## src/rtl/nrs_pkg.sv

```systemverilog
// nrs_pkg: shared constants and FSM state type for the NRS sequence checker.
package nrs_pkg;
    localparam int LFSR_W     = 31;
    localparam int SEED_W     = 28;
    localparam int LEN_W      = 8;
    localparam int NC_DEFAULT = 1600;

    typedef enum logic [1:0] {
        IDLE   = 2'd0,
        WARMUP = 2'd1,
        CHECK  = 2'd2,
        DONE   = 2'd3
    } state_t;
endpackage

```

## src/rtl/gold_seq_gen.sv

```systemverilog
// gold_seq_gen: the two 31-bit LFSRs of the length-31 Gold sequence.
// Bit k of each register holds x(n+k); new bits enter at bit 30, so the
// current sequence bit c(n) is simply x1[0]^x2[0].
module gold_seq_gen
    import nrs_pkg::*;
(
    input  logic              clk,
    input  logic              rst,
    input  logic              load,
    input  logic              adv,
    input  logic [SEED_W-1:0] seed,
    output logic              c
);
    logic [LFSR_W-1:0] x1;
    logic [LFSR_W-1:0] x2;

    // Load the initial state, or step both recurrences by one position.
    always_ff @(posedge clk or posedge rst) begin
        if (rst) begin
            x1 <= '0;
            x2 <= '0;
        end else if (load) begin
            x1 <= 31'd1;
            x2 <= {3'b000, seed};
        end else if (adv) begin
            x1 <= {x1[3] ^ x1[0], x1[LFSR_W-1:1]};
            x2 <= {x2[3] ^ x2[2] ^ x2[1] ^ x2[0], x2[LFSR_W-1:1]};
        end
    end

    assign c = x1[0] ^ x2[0];
endmodule

```

## config.mk

```make
export PLATFORM = sky130hd
export DESIGN_NAME = gold_seq_gen
export DESIGN_NICKNAME = d
export VERILOG_FILES = /design/src/rtl/nrs_pkg.sv /design/src/rtl/gold_seq_gen.sv
export SDC_FILE = /design/constraint.sdc
export NUM_CORES = 1
export LEC_CHECK = 0
export CORE_UTILIZATION = 59
export DETAILED_ROUTE_END_ITERATION = 10
export PLACE_DENSITY = 0.83
export SLEW_MARGIN = 40
export SYNTH_ARGS = -nofsm -noshare
export SYNTH_HDL_FRONTEND = slang
export SYNTH_SLANG_ARGS = --single-unit
```

## constraint.sdc

```tcl
create_clock -name clk -period 3.8 [get_ports clk]
set_input_delay 0.38 -clock clk [delete_from_list [all_inputs] [get_ports clk]]
set_output_delay 0.38 -clock clk [all_outputs]
set_load 0.1 [all_outputs]
```

-- Word-level counts from Yosys, hierarchy flattened
Index checks and enable logic that the tools add are counted.
- multiplexer cells: 4
- bitwise operators: 5
- reduce and logical (&&, ||, !) cells: 1
- operators by type and width (cell ; count):
    $mux 31 ; 4
    $xor 1x1->1 ; 5
    $reduce_bool 2->1 ; 1
- register bits: 62
- bits of input ports: 32
- output and inout bits: 1
- logic and storage cells: 12

-- Logic depth before layout (Yosys ltp)
- word-level depth: 5
- depth in mapped cells: 4
- mapped depth without buffers: 3

-- Worst setup path before layout
Ideal clock, no wire load.
- path kind: flip-flop to output port
- start point: register x1[0]
- end point: output c
- arrival time: 1834 ps
- required time: 3420 ps
- setup slack: 1586 ps
- stages on the path, launching flop included: 2
- buffers on the path: 0
- cells stage by stage: dfrtp_1 -> xor2_1
- cells in the longest elaborated chain, start to end: 1
- ends and longest elaborated chain (item ; line ; text):
    start: declaration ; gold_seq_gen.sv:14 ; logic [LFSR_W-1:0] x1;
    start signal: assignment ; gold_seq_gen.sv:26 ; x1 <= {x1[3] ^ x1[0], x1[LFSR_W-1:1]};
    $xor 1x1->1 ; gold_seq_gen.sv:31 ; assign c = x1[0] ^ x2[0];
    end: declaration ; gold_seq_gen.sv:12 ; output logic c
No other way between the ends.

-- Worst setup path in the final report
Ends and elaborated chain as after synthesis.

==> run_results.csv <==
group,metric,value,unit
yosys,synth_top_family_by_area,"multiplexers",
power,p_per_area,455,nW/um^2
job,maxCapViolCount,0,
timing,setup_violations,0,
yosys,ys_ff_latch,62,
grt,grt_pass1_wl,7.80,mm
grt,antenna_found_initial,0,
timing,final.setup_skew,0.00357,ns
placed_design,place_congestion,0.677,
grt,grt_use_total,20.5,%
placed_design,placed_cell_area,2990,sq um
yosys,synth-adder-area-share,0,%
timing,hold_viol_final,0,
cells_and_area,fin_nets,297,
drt,wl_per_cell,13.4,um
run_status,outcome,"finished clean",
yosys,synth.area.mux_share,21.8,%
yosys,synth_compound_area_share,6.41,%
timing,worstMarginPinSlew,0.720,ns
drt,vias,1724,
clock_tree,cts_resized,0,
worst_setup_path,critical_path_class,"reg -> out",
cells_and_area,seqCellArea,1550,sq um
clock_tree,post-cts-setup-buffers,0,
drt,first_pass_iters,4,
clock_tree,cts_max_level,3,
floorplan,die_x,69.8,um
placed_design,hpwl,2.70,mm
worst_setup_path,cp.arrival,1.34,ns
floorplan,coreArea,4380,sq um
worst_setup_path,cp_data_required_time,3.42,ns
placed_design,io_buffers,32,
power,p_leak,1.58,nW
timing,maxSlewHeadroom,52.0,%
floorplan,start_util,61.9,%
drt,post-route-drc-count,0,
clock_tree,clockBufferDepth,2,
worst_setup_path,endpoint_kind,"primary output",
power,peakVddDrop,0.262,mV
timing,fmax,582,MHz
worst_hold_path,min_path_type,"in -> async",
yosys,yosysWarnings,0,
grt,grt_max_degree,66,
grt,grt_pass1_vias,1715,
timing,final_max_slew_viol_count,0,
grt,overflow,0,
yosys,synth_cell_types,16,
yosys,avgSynthCellArea,11.4,sq um
clock_tree,root_buffer,"clkbuf_8",
clock_tree,clkSlewWorstSetupHoldPaths,0.06,ns
timing,fin_crit,1.72,ns
floorplan,die_h,69.8,um
worst_setup_path,cp-start-kind,"register",
worst_setup_path,crit_fanout,3,
yosys,ys_seq_area_share,57.2,%
floorplan,rows,24,
yosys,synth-simple-area-share,8.67,%
drt,routed_wl,4.32,mm
timing,grt_setup_unrepaired,"no",
clock_tree,cts_buffers,9,
floorplan,pin_count,33,
cells_and_area,multi_input_area,1040,sq um
clock_tree,cts_hold_buf,0,
clock_tree,clock_latency,0.33,ns
yosys,synth.top_cell.area_share,57.2,%
yosys,yosysTopAreaCell,"dfrtp_1",
cells_and_area,final_area,3190,sq um
clock_tree,cts_tree,"yes",
yosys,synthesis.nets,269,
yosys,synth_xor_area_share,1.61,%
yosys,synth.cell_area,2710,sq um
clock_tree,cts_sinks,62,
cells_and_area,fill_cells,330,
cells_and_area,syn_to_final_growth,17.7,%
timing,fin_crit_sh,45.2,%
floorplan,design.die.area,4870,sq um
yosys,synthCells,237,
cells_and_area,drive_gt1_share,8.52,%
drt,drt-initial-drc-count,111,
cells_and_area,antenna_cells,0,
drt,antenna_left,0,
drt,vias_per_cell,5.35,
yosys,ys_top_cells_by_area,"dfrtp_1, mux2i_1, nor2_1, o21ai_1, nand2_1",
timing,fin_tns_setup,0,ns
cell usage in the layout (no fill, tap or decap):
cell type	n
clkdlybuf4s50_1	29
nand2_1	28
nor2b_1	1
bufinv_16	1
clkbuf_1	1
dfrtp_1	62
buf_4	2
clkbuf_8	11
xor2_1	3
buf_2	2
o21ai_0	5
o21ai_1	23
nor2_1	33
clkinv_2	4
mux2i_1	59
a211o_1	1
xnor2_1	2
a211oi_2	2
buf_6	1
cells in the mapped netlist (all sizes together):
master  count
nand2      28
mux2i      59
xnor2       2
a211oi      2
dfrtp      62
inv         1
nor2       33
clkbuf      9
xor2        3
nor2b       1
buf         8
o21ai      28
a211o       1
routing by layer:
layer | vias to the layer above | track usage (%) | share of wire (%)
met5 | - | 0 | 0
met4 | 0 | 10.2 | 2.3
met3 | 10 | 4.07 | 3.0
met2 | 29 | 30.9 | 48
met1 | 829 | 28.5 | 46
li1 | 856 | - | -
registers in the layout, summed over array words and instances (netlist names):
register	cells
x2	31
x1	31
cell type report:
| class | instances | area share (%) |
|---|---|---|
| flip-flops and latches | 62 | 48.6 |
| inverters | 1 | 0.157 |
| clock inverters | 4 | 1.41 |
| repair buffers | 34 | 10.2 |
| multi-input cells | 157 | 32.7 |
| clock buffers | 12 | 4.86 |
| well taps | 52 | 2.04 |
path summary, 6_finish.rpt:
check	from	end	slack (ns)	cells after the start
setup reg to reg	x2[3]$_DFFE_PP0P_	x2[30]$_DFFE_PP0P_	2.80	3
hold / removal	rst	x2[22]$_DFFE_PP0P_	0.43	2
hold reg to reg	x1[1]$_DFFE_PP0P_	x1[0]$_DFFE_PP0P_	0.50	1
max in group asynchronous	rst	x2[30]$_DFFE_PP0P_	2.63	3
setup / recovery	x1[0]$_DFFE_PP0P_	c	2.08	2
min in group clk	x1[1]$_DFFE_PP0P_	x1[0]$_DFFE_PP0P_	0.50	1
cells by family (layout without fill, tap and decap cells):
| group | count (synthesis) | count (layout) |
|---|---|---|
| compound gates | 31 | 31 |
| xor+xnor | 5 | 5 |
| buf+inv | 18 | 51 |
| flops | 62 | 62 |
| mux | 59 | 59 |
| simple gates | 62 | 62 |
power breakdown:
group          total, mW  internal, mW  switching (mW)
registers          0.718         0.696          0.0225
logic              0.164        0.0763          0.0874
clock network      0.572         0.335           0.236
worst max-delay path: stages (launching register included):
cell     delay [ns]
dfrtp_1        0.41
xor2_1         0.16
buf_2          0.44
through the flow:
stage | hold WS, ns | util [%] | setup slack, ns | instances | power (mW)
floorplan | 0.458 | - | 1.59 | 237 | 0.846
global placement | 0.477 | 68.2 | 1.70 | 306 | 0.893
detailed placement | 0.481 | 68.2 | 2.03 | 306 | 0.896
CTS | 0.495 | 72.8 | 2.07 | 322 | 1.47
global route | 0.480 | 72.8 | 2.03 | 322 | 1.52
finish | 0.432 | 72.8 | 2.08 | 322 | 1.45
(Power assumes the default switching activity.)
